<file path="src/rtl/rng_conditioner_pkg.sv">
// Shared types, defaults and the Von Neumann pair decode for the RNG conditioner.
package rng_conditioner_pkg;

  localparam int NUM_OF_RO      = 8;
  localparam int DEF_WORD_WIDTH = 8;
  localparam int DEF_FIFO_DEPTH = 4;
  localparam int DEF_REP_LIMIT  = 32;

  typedef enum logic {VN_FIRST, VN_SECOND} vn_state_t;

  typedef struct packed {
    logic valid;
    logic value;
  } cbit_t;

  // 0,1 -> 0 and 1,0 -> 1, so the emitted bit is simply the first of an unequal pair.
  function automatic cbit_t vn_extract(input logic first, input logic second);
    cbit_t r;
    r.valid = first ^ second;
    r.value = first;
    return r;
  endfunction

endpackage

</file>
<file path="src/rtl/rng_conditioner_if.sv">
// Ready/valid word stream carrying conditioned output to the consumer.
interface rng_conditioner_if
  import rng_conditioner_pkg::*;
#(
  parameter int WORD_WIDTH = DEF_WORD_WIDTH
);
  logic [WORD_WIDTH-1:0] data_out;
  logic                  data_valid;
  logic                  data_ready;

  modport master (output data_out, data_valid, input data_ready);
  modport slave  (input data_out, data_valid, output data_ready);
endinterface

</file>
<file path="src/rtl/rng_conditioner_sync_fifo.sv">
// Single-clock word FIFO with async reset and a synchronous flush.
module sync_fifo #(
  parameter int WIDTH = 8,
  parameter int DEPTH = 4
) (
  input  logic                         clock,
  input  logic                         reset,
  input  logic                         flush,
  input  logic                         push,
  input  logic [WIDTH-1:0]             push_data,
  input  logic                         pop,
  output logic [WIDTH-1:0]             head,
  output logic                         empty,
  output logic                         full,
  output logic [$clog2(DEPTH+1)-1:0]   level
);
  localparam int AW = $clog2(DEPTH);
  localparam int LW = $clog2(DEPTH+1);

  logic [WIDTH-1:0] mem [DEPTH];
  logic [AW-1:0]    wptr, rptr;
  logic             do_push, do_pop;

  assign full    = (level == LW'(DEPTH));
  assign empty   = (level == '0);
  assign do_push = push && !full;
  assign do_pop  = pop && !empty;
  assign head    = mem[rptr];

  // Pointers wrap naturally because DEPTH is a power of two; level saturates by construction.
  always_ff @(posedge clock or posedge reset) begin
    if (reset) begin
      wptr  <= '0;
      rptr  <= '0;
      level <= '0;
      for (int i = 0; i < DEPTH; i++) mem[i] <= '0;
    end else if (flush) begin
      wptr  <= '0;
      rptr  <= '0;
      level <= '0;
    end else begin
      if (do_push) begin
        mem[wptr] <= push_data;
        wptr      <= wptr + 1'b1;
      end
      if (do_pop) rptr <= rptr + 1'b1;
      case ({do_push, do_pop})
        2'b10:   level <= level + 1'b1;
        2'b01:   level <= level - 1'b1;
        default: level <= level;
      endcase
    end
  end

endmodule

</file>
<file path="src/rtl/rng_conditioner.sv">
// Von Neumann debiaser, LSB-first word packer and repetition-count health test feeding a word FIFO.
module rng_conditioner
  import rng_conditioner_pkg::*;
#(
  parameter int WORD_WIDTH = DEF_WORD_WIDTH,
  parameter int FIFO_DEPTH = DEF_FIFO_DEPTH,
  parameter int REP_LIMIT  = DEF_REP_LIMIT
) (
  input  logic                              clock,
  input  logic                              reset,
  input  logic                              enable,
  input  logic                              raw_bit,
  rng_conditioner_if.master                 stream,
  output logic [$clog2(FIFO_DEPTH+1)-1:0]   fifo_level,
  output logic                              health_fail
);
  localparam int BW = (WORD_WIDTH > 1) ? $clog2(WORD_WIDTH) : 1;
  localparam int RW = $clog2(REP_LIMIT+1);

  logic [1:0]            rst_sync;
  logic                  rst_int;
  vn_state_t             state;
  logic                  first_bit;
  logic [BW-1:0]         bit_cnt;
  logic [WORD_WIDTH-1:0] partial, push_word, fifo_head;
  logic [RW-1:0]         rep_cnt;
  logic                  last_bit;
  logic                  fifo_full, fifo_empty;
  logic                  trip, take, push, pop;
  cbit_t                 cb;

  // Assert immediately, release two edges after the external reset drops.
  always_ff @(posedge clock or posedge reset) begin
    if (reset) rst_sync <= 2'b11;
    else       rst_sync <= {rst_sync[0], 1'b0};
  end
  assign rst_int = rst_sync[1];

  assign trip = (rep_cnt == RW'(REP_LIMIT)) && !health_fail;
  assign cb   = vn_extract(first_bit, raw_bit);
  assign take = enable && !fifo_full && !health_fail && !trip &&
                (state == VN_SECOND) && cb.valid;
  assign push = take && (bit_cnt == BW'(WORD_WIDTH-1));
  assign pop  = stream.data_valid && stream.data_ready;

  assign stream.data_valid = !fifo_empty && !health_fail;
  assign stream.data_out   = fifo_head;

  always_comb begin
    push_word          = partial;
    push_word[bit_cnt] = cb.value;
  end

  // Full is the pre-pop level, so a cycle that drains the last slot still ignores raw_bit.
  always_ff @(posedge clock or posedge rst_int) begin
    if (rst_int) begin
      state     <= VN_FIRST;
      first_bit <= 1'b0;
      bit_cnt   <= '0;
      partial   <= '0;
    end else if (trip || health_fail) begin
      state   <= VN_FIRST;
      bit_cnt <= '0;
      partial <= '0;
    end else if (!enable || fifo_full) begin
      state <= VN_FIRST;
    end else if (state == VN_FIRST) begin
      first_bit <= raw_bit;
      state     <= VN_SECOND;
    end else begin
      state <= VN_FIRST;
      if (cb.valid) begin
        if (push) begin
          bit_cnt <= '0;
          partial <= '0;
        end else begin
          bit_cnt <= bit_cnt + 1'b1;
          partial <= push_word;
        end
      end
    end
  end

  // Runs on every enabled sample, independent of FIFO backpressure.
  always_ff @(posedge clock or posedge rst_int) begin
    if (rst_int) begin
      rep_cnt     <= '0;
      last_bit    <= 1'b0;
      health_fail <= 1'b0;
    end else begin
      if (trip) health_fail <= 1'b1;
      if (enable) begin
        last_bit <= raw_bit;
        if (rep_cnt == '0 || raw_bit != last_bit) rep_cnt <= RW'(1);
        else if (rep_cnt != RW'(REP_LIMIT))      rep_cnt <= rep_cnt + 1'b1;
      end
    end
  end

  sync_fifo #(
    .WIDTH (WORD_WIDTH),
    .DEPTH (FIFO_DEPTH)
  ) u_fifo (
    .clock     (clock),
    .reset     (rst_int),
    .flush     (trip),
    .push      (push),
    .push_data (push_word),
    .pop       (pop),
    .head      (fifo_head),
    .empty     (fifo_empty),
    .full      (fifo_full),
    .level     (fifo_level)
  );

endmodule

</file>
<file path="src/flat_wrapper.sv">
// flat-port wrapper written by rule: the top's interface ports become plain ports
module rng_conditioner_flat import rng_conditioner_pkg::*;
#(
  parameter int WORD_WIDTH = DEF_WORD_WIDTH,
  parameter int FIFO_DEPTH = DEF_FIFO_DEPTH,
  parameter int REP_LIMIT  = DEF_REP_LIMIT
)
  (clock, reset, enable, raw_bit, fifo_level, health_fail, stream_data_out, stream_data_valid, stream_data_ready);
  rng_conditioner_if #(.WORD_WIDTH(WORD_WIDTH)) stream_i ();
  input  logic clock;
  input  logic reset;
  input  logic enable;
  input  logic raw_bit;
  output logic [$clog2(FIFO_DEPTH+1)-1:0] fifo_level;
  output logic health_fail;
  output wire logic [$bits(stream_i.data_out)-1:0] stream_data_out;
  output wire logic [$bits(stream_i.data_valid)-1:0] stream_data_valid;
  input wire logic [$bits(stream_i.data_ready)-1:0] stream_data_ready;
  assign stream_data_out = stream_i.data_out;
  assign stream_data_valid = stream_i.data_valid;
  assign stream_i.data_ready = stream_data_ready;
  rng_conditioner #(.WORD_WIDTH(WORD_WIDTH), .FIFO_DEPTH(FIFO_DEPTH), .REP_LIMIT(REP_LIMIT)) u_core (.clock(clock), .reset(reset), .enable(enable), .raw_bit(raw_bit), .stream(stream_i), .fifo_level(fifo_level), .health_fail(health_fail));
endmodule
</file>
<file path="config.mk">
export PLATFORM = sky130hd
export DESIGN_NAME = rng_conditioner_flat
export DESIGN_NICKNAME = d
export VERILOG_FILES = /design/src/rtl/rng_conditioner_pkg.sv /design/src/rtl/rng_conditioner_if.sv /design/src/rtl/rng_conditioner_sync_fifo.sv /design/src/rtl/rng_conditioner.sv /design/src/flat_wrapper.sv
export SDC_FILE = /design/constraint.sdc
export NUM_CORES = 1
export LEC_CHECK = 0
export ABC_AREA = 0
export ABC_CLOCK_PERIOD_IN_PS = 3900
export CORE_UTILIZATION = 35
export CTS_CLUSTER_DIAMETER = 30
export DETAILED_ROUTE_END_ITERATION = 7
export GPL_ROUTABILITY_DRIVEN = 0
export SETUP_SLACK_MARGIN = 0.02
export SYNTH_ARGS = -nofsm -noshare
export SYNTH_HDL_FRONTEND = slang
export SYNTH_HIERARCHICAL = 1
export SYNTH_SLANG_ARGS = --single-unit
</file>
<file path="constraint.sdc">
create_clock -name clock -period 3.9 [get_ports clock]
set_input_delay 0.78 -clock clock [delete_from_list [all_inputs] [get_ports clock]]
set_output_delay 0.78 -clock clock [all_outputs]
set_load 0.1 [all_outputs]
</file>
### After elaboration in Yosys (flattened, before gate mapping)

Cells that the tools add are included.

| word-level totals | value |
|---|---|
| input bits | 5 |
| output and inout port bits | 13 |
| bits in registers | 62 |

| cells by class | value |
|---|---|
| muxes and demuxes | 30 |
| magnitude comparators | 5 |
| add/sub/neg operators | 6 |
| bitwise logic cells | 7 |
| equality and inequality tests | 8 |
| reductions and logical operators | 33 |

Operators by type and width:

| kind | count |
|---|---|
| $mux 8 | 8 |
| $bwmux 32 | 1 |
| $mux 3 | 6 |
| $bmux 8 s2 | 1 |
| $demux 8 s2 | 1 |
| $logic_and 1x1->1 | 13 |
| $mux 6 | 2 |
| $reduce_bool 2->1 | 5 |
| $bwmux 8 | 1 |
| $mux 2 | 4 |
| $add 3x1->3 const B | 2 |
| $add 6x1->6 const B | 1 |
| $eq 3x3->1 const B | 2 |
| $eq 6x6->1 const B | 1 |
| $ge 3x3->1 const B | 2 |
| $logic_not 6->1 | 1 |
| $ne 6x6->1 const B | 1 |
| $not 2->3 | 2 |
| $pmux 3 s2 | 1 |
| $reduce_and 3->1 | 2 |
| $logic_not 1->1 | 5 |
| $add 2x1->2 const B | 2 |
| $lt 3x4->1 const B | 1 |
| $mux 1 | 4 |
| 14 further kinds | 20 |

### Depth between registers and ports, before layout

| logic depth | value |
|---|---|
| depth in word-level cells | 13 |
| gate-level depth with buffers | 15 |

### Cells and area by module

Netlist, hierarchy kept.

By module, submodules not included:

| module | sequential area each (sq um) | area an instance (sq um) | cells each | times used |
|---|---|---|---|---|
| sync_fifo | 975.9 | 1,990.7 | 142 | 1 |
| rng_conditioner | 578.1 | 1,415.1 | 124 | 1 |

### Least setup slack after synthesis

No wires, ideal clock.

| path | value |
|---|---|
| path kind | register to register |
| start point | register u_core.u_fifo.level[0] |
| end point | register u_core.u_fifo.level[1] |
| setup time | 0.154 ns |
| setup slack | -0.209 ns |
| arrival time | 3.955 ns |
| buffers on the path | 2 |
| period minus slack after synthesis | 4.109 ns |
| stages on the path, launching flop included | 11 |
| path through | dfrtp_1 > buf_2 > nor3_1 > nor2_1 > and2_1 > buf_2 > o31ai_1 > nor2_1 > fa_1 > a31oi_1 > nor4_1 |

| between the ends | value |
|---|---|
| elaborated cells between the ends (all ways) | 21 |
| classes of those cells | add/sub: 2; eq/ne: 3; mux: 2; reduce/logical: 14 |

RTL lines:

| what | RTL line | source |
|---|---|---|
| from (decl) | rng_conditioner_sync_fifo.sv:15 | `output logic [$clog2(DEPTH+1)-1:0] level` |
| from (signal assigned) | rng_conditioner_sync_fifo.sv:48 | `2'b10: level <= level + 1'b1;` |
| from (signal assigned) | rng_conditioner_sync_fifo.sv:49 | `2'b01: level <= level - 1'b1;` |
| from (signal assigned) | rng_conditioner_sync_fifo.sv:50 | `default: level <= level;` |
| $logic_not 3->1 (*) | rng_conditioner_sync_fifo.sv:25 | `assign empty = (level == '0);` |
| net u_core.fifo_empty | rng_conditioner.sv:28 | `logic fifo_full, fifo_empty;` |
| $logic_not 1->1 (*) | rng_conditioner.sv:46 | `assign stream.data_valid = !fifo_empty && !health_fail;` |
| $logic_and 1x1->1 (*) | rng_conditioner.sv:46 |  |
| net stream_data_valid | flat_wrapper.sv:17 | `output wire logic [$bits(stream_i.data_valid)-1:0] stream_data_valid;` |
| $logic_and 1x1->1 (*) | rng_conditioner.sv:44 | `assign pop = stream.data_valid && stream.data_ready;` |
| net u_core.pop | rng_conditioner.sv:29 | `logic trip, take, push, pop;` |
| $logic_and 1x1->1 (*) | rng_conditioner_sync_fifo.sv:27 | `assign do_pop = pop && !empty;` |
| $eq 2x1->1 / $eq 2x2->1 (equally long branches) | rng_conditioner_sync_fifo.sv:47 | `case ({do_push, do_pop})` |
| $pmux 3 s2 | rng_conditioner_sync_fifo.sv:47 |  |
| $mux 3 | rng_conditioner_sync_fifo.sv:37 | `end else if (flush) begin` |

Mark *: on every way through the listed nets, which the timed path passes. The rest lies on a longest branch.
A chain may end at the register's enable or synchronous reset.

### Worst setup path in the final report

| path | value |
|---|---|
| start point | register u_core.u_fifo.level[2] |
| end point | register u_core.u_fifo.level[2] |

| between the ends | value |
|---|---|
| cells in the longest elaborated chain, start to end | 12 |
| elaborated cells between the ends (all ways) | 21 |
| classes of those cells | add/sub: 2; eq/ne: 3; mux: 2; reduce/logical: 14 |

Ends and longest elaborated chain:

| what | RTL line | source |
|---|---|---|
| $eq 3x3->1 (*) | rng_conditioner_sync_fifo.sv:24 | `assign full = (level == LW'(DEPTH));` |
| net u_core.fifo_full | rng_conditioner.sv:28 |  |
| $logic_not 1->1 (*) | rng_conditioner.sv:41 | `assign take = enable && !fifo_full && !health_fail && !trip &&` |
| $logic_and 1x1->1 (*) (4 in series) | rng_conditioner.sv:41 |  |
| $logic_and 1x1->1 (*) | rng_conditioner.sv:42 | `(state == VN_SECOND) && cb.valid;` |
| $logic_and 1x1->1 (*) | rng_conditioner.sv:43 | `assign push = take && (bit_cnt == BW'(WORD_WIDTH-1));` |
| net u_core.push | rng_conditioner.sv:29 |  |
| $logic_and 1x1->1 (*) | rng_conditioner_sync_fifo.sv:26 | `assign do_push = push && !full;` |
| $eq 2x1->1 / $eq 2x2->1 (equally long branches) | rng_conditioner_sync_fifo.sv:47 |  |
| $pmux 3 s2 | rng_conditioner_sync_fifo.sv:47 |  |
| $mux 3 | rng_conditioner_sync_fifo.sv:37 |  |

Marked as above.

==> metrics <==
run status=completed; Hold Fails Final Rpt=0; startpoint types=flop; vias in the first global route=between 2000 and 2500; Syn Area/Cell=~13 µm²; Critical Path Fanout Max=11; clk sink count=between 60 and 70; vias per cell=between 5 and 6; Ys Warns=6; worst-path cell chain=or3b_1 > inv_1 > and3b_2 > nand3_1 > nor2_1 > o21a_1 > nor2_1 > fa_1 > nand2b_1 > or4_1 > a31oi_1; clk buf depth=2; WL per Instance=15.2 µm; met1 GRT Util=0.198; hold depth=0; Die W=just over 100 µm; Most used DFF post-synth=dfrtp_1; R2R Path End=u_core/u_fifo/level[2]; CTS buffer count=9; M3 GR Usage=0.0485; grt total ovfl=0; Cell Rows=35; Layout Nets=300; cts hold-fix bufs=0; Switch Pwr=between 500 and 600 µW; starting density of the core=0.365; HP Class=flop to flop; crit-path most repeated cell=nor2_1; initial DRC count=66; Worst slew margin=0.350; Hold Path Sink=u_core/rst_sync[1]; pin count of the biggest net entering global routing=40; Comb power frac=0.166; clock network power share=0.360; final period utilization=0.853; CP endpoint kind=flop; Clock Skews=~0.012 ns; flops & latches, synth=62; n_diodes=0; Worst Reg2Reg Path Length in Cells=11; Tmin final=3.33 ns; Max Fclk=~300 MHz; Fin Setup TNS=0 ns; Final Max Slew Viols=0; register area share after synthesis=0.456; smallest hold slack=0.356 ns; Worst Max-Slew Pin Slew=around 0.97 ns; Cells after Synth=around 270; sw frac=0.326; area delta synth->final=12.9%; share of cells above drive strength 1=0.337; first drt pass iteration count=4; max-cap viol count=0; number of I/O port buffers=17; syn nets=280; Post-synth EDFFs=0; leakage power=1.70 nW; Die Y=101 µm; internal power=about 1.1 mW; Final setup viols=0; worst-skew pair later-pin latency=~0.35 ns; post-CTS setup repair buffer count=0; Critical R2R Launch=u_core/u_fifo/level[2]; routed vias=around 2200; slowest CP cell=or3b_1; htree depth=3; r2r setup slk=around 0.57 ns; hold_sp=u_core/rst_sync[0]; Flop pwr share=0.473; PwrDens=approximately 420 nW/µm²; Setup CP Type=flop to flop; DRC viols=0; maximum VDD drop=around 0.00022 V; global-route wire length before repair=roughly 12 mm; met2 Resource Use GR=0.234; post-CTS sizing=0; die area=between 10000 and 15000 µm²; RSZ-0062 raised after global routing=no; GRT Total Usage=0.149; final std cells w/o fill=420; Netlist cell types=55; CP Data Arrival Time=about 3.6 ns; Core Footprint=9330 µm²; CTS tree=done; initial antenna violation count=0; dpl hpwl=~4.4 mm; gr busiest metal=met2; final WL=6.39 mm; Syn Std Cell Area=around 3400 µm²; dpl cells=approximately 400; CP peak stage delay=approximately 0.5 ns; fill count=868; I/O Pins=18; fin util=0.412; clock tree root buffer cell=clkbuf_8; CTS clk-pin slew, worst paths=about 0.08 ns; fraction of registers with async set/reset=1.00; Routed Antenna Nets=0; Critical Path RT=about 4.2 ns; crit path from=u_core/u_fifo/level[2]
## cells in the final DEF (no fill, tap or decap), drive strengths merged, types with 2 or more instances in the layout
| master | count |
|---|---|
| o22ai | 2 |
| a32o | 8 |
| a21oi | 9 |
| buf | 17 |
| nand3 | 11 |
| nor2 | 8 |
| o211ai | 9 |
| nand2b | 5 |
| or4 | 3 |
| mux4 | 8 |
| clkinvlp | 2 |
| a31oi | 3 |
| nor3b | 4 |
| dfrtp | 60 |
| or4b | 3 |
| o21ai | 6 |
| nor3 | 3 |
| clkdlybuf4s50 | 8 |
| mux2 | 42 |
| mux2i | 3 |
| o31ai | 2 |
| inv | 16 |
| o311ai | 2 |
| xnor2 | 3 |
| clkbuf | 9 |
| nand3b | 4 |
| and3b | 4 |
| a211oi | 2 |
| xor2 | 4 |
| dfstp | 2 |
| nor2b | 4 |
| ha | 8 |
| a22o | 2 |
## cells in the mapped netlist, types with 3 or more instances
| master | count | area (µm²) |
|---|---|---|
| buf_6 | 3 | 33.8 |
| a21oi_1 | 8 | 40.0 |
| nand2b_1 | 5 | 31.3 |
| nand3_1 | 7 | 35.0 |
| ha_1 | 8 | 100 |
| mux2_2 | 40 | 450 |
| xor2_1 | 4 | 35.0 |
| xnor2_1 | 3 | 26.3 |
| nor2_1 | 8 | 30.0 |
| nand3_4 | 4 | 70.1 |
| o211ai_1 | 9 | 67.6 |
| clkbuf_8 | 3 | 41.3 |
| mux4_2 | 8 | 180 |
| nand3b_1 | 4 | 30.0 |
| buf_2 | 5 | 25.0 |
| dfrtp_1 | 60 | 1500 |
| o21ai_0 | 6 | 30.0 |
| a31oi_1 | 3 | 18.8 |
| nor2b_1 | 4 | 25.0 |
| inv_1 | 13 | 48.8 |
| or4_1 | 3 | 22.5 |
| a32o_1 | 7 | 70.1 |
| and3b_2 | 4 | 40.0 |
| mux2i_1 | 3 | 30.0 |
| nor3_1 | 3 | 15.0 |
| nor3b_1 | 4 | 30.0 |
## logic make-up (layout without fill, tap and decap cells)
family / Yosys count / after routing / share of synthesized area
compound gates: 47 / 47 / 0.104
xor+xnor: 7 / 7 / 0.0180
fa+ha+maj: 9 / 9 / 0.0353
buf+inv: 29 / 54 / 0.0540
flops: 62 / 62 / 0.456
mux: 53 / 53 / 0.201
other cells: 1 / 1 / 0.00110
simple gates: 58 / 58 / 0.131
## metal layers
layer,routed length (µm),up-vias,part of all wire
met1,3010,1092,0.47
met4,68,0,0.011
li1,-,1044,-
met3,242,7,0.038
met5,0,-,0
met2,3070,28,0.48
## power groups by stage
stage | clock (mW) | sequential, mW | combinational (mW)
2_1_floorplan | 0 | 0.777 | 0.200
3_3_place_gp | 0 | 0.773 | 0.266
3_5_place_dp | 0 | 0.776 | 0.273
4_1_cts | 0.600 | 0.763 | 0.274
5_1_grt | 0.635 | 0.775 | 0.302
6_report | 0.580 | 0.762 | 0.268
## final cells by class
cell class,count,area [µm²],share of cell area
multi-input cells,175,1670,0.434
repair buffers,25,208,0.0540
clock buffers,9,124,0.0322
inverters,13,48.8,0.0127
flip-flops and latches,62,1550,0.404
clock inverters,7,80.1,0.0208
well taps,129,161,0.0420
## worst max-delay path by stage
stage | endpoint | slack, ns | cells past startpoint
6_report | u_core/u_fifo/level[2] | 0.57 | 11
5_1_grt | u_core/u_fifo/level[2] | 0.33 | 11
4_1_cts | u_core/u_fifo/level[2] | 0.58 | 11
3_5_place_dp | u_core/u_fifo/level[2] | 0.51 | 10
3_3_place_gp | u_core/u_fifo/level[2] | 0.58 | 10
2_1_floorplan | u_core/u_fifo/level[2] | 0.17 | 15
## flip-flops by register name (all words and copies together), names as in the netlist
| signal | flops |
|---|---|
| u_core/bit_cnt | 3 |
| u_core/first_bit | 1 |
| u_core/health_fail | 1 |
| u_core/last_bit | 1 |
| u_core/partial | 8 |
| u_core/rep_cnt | 6 |
| u_core/rst_sync | 2 |
| u_core/state | 1 |
| u_core/u_fifo/level | 3 |
| u_core/u_fifo/mem | 32 |
| u_core/u_fifo/rptr | 2 |
| u_core/u_fifo/wptr | 2 |
## stage by stage
step	setup WS, ns	area, µm²	power (mW)
after CTS	0.576	3850	1.64
final	0.573	3850	1.61
after global placement	0.584	3640	1.04
after floorplan	0.171	3410	0.977
after detailed placement	0.515	3640	1.05
after global routing	0.329	3850	1.71
## worst max-delay path, delay by kind of cell (launching register included)
kind	cells	cell delay (ns)
AOI/OAI and AO/OA	2	0.35
adders and majority gates	1	0.43
DFF	1	0.49
and+or+nand+nor	7	1.81
buffers and inverters	1	0.17
No activity file was read; power rests on OpenSTA's default activity.
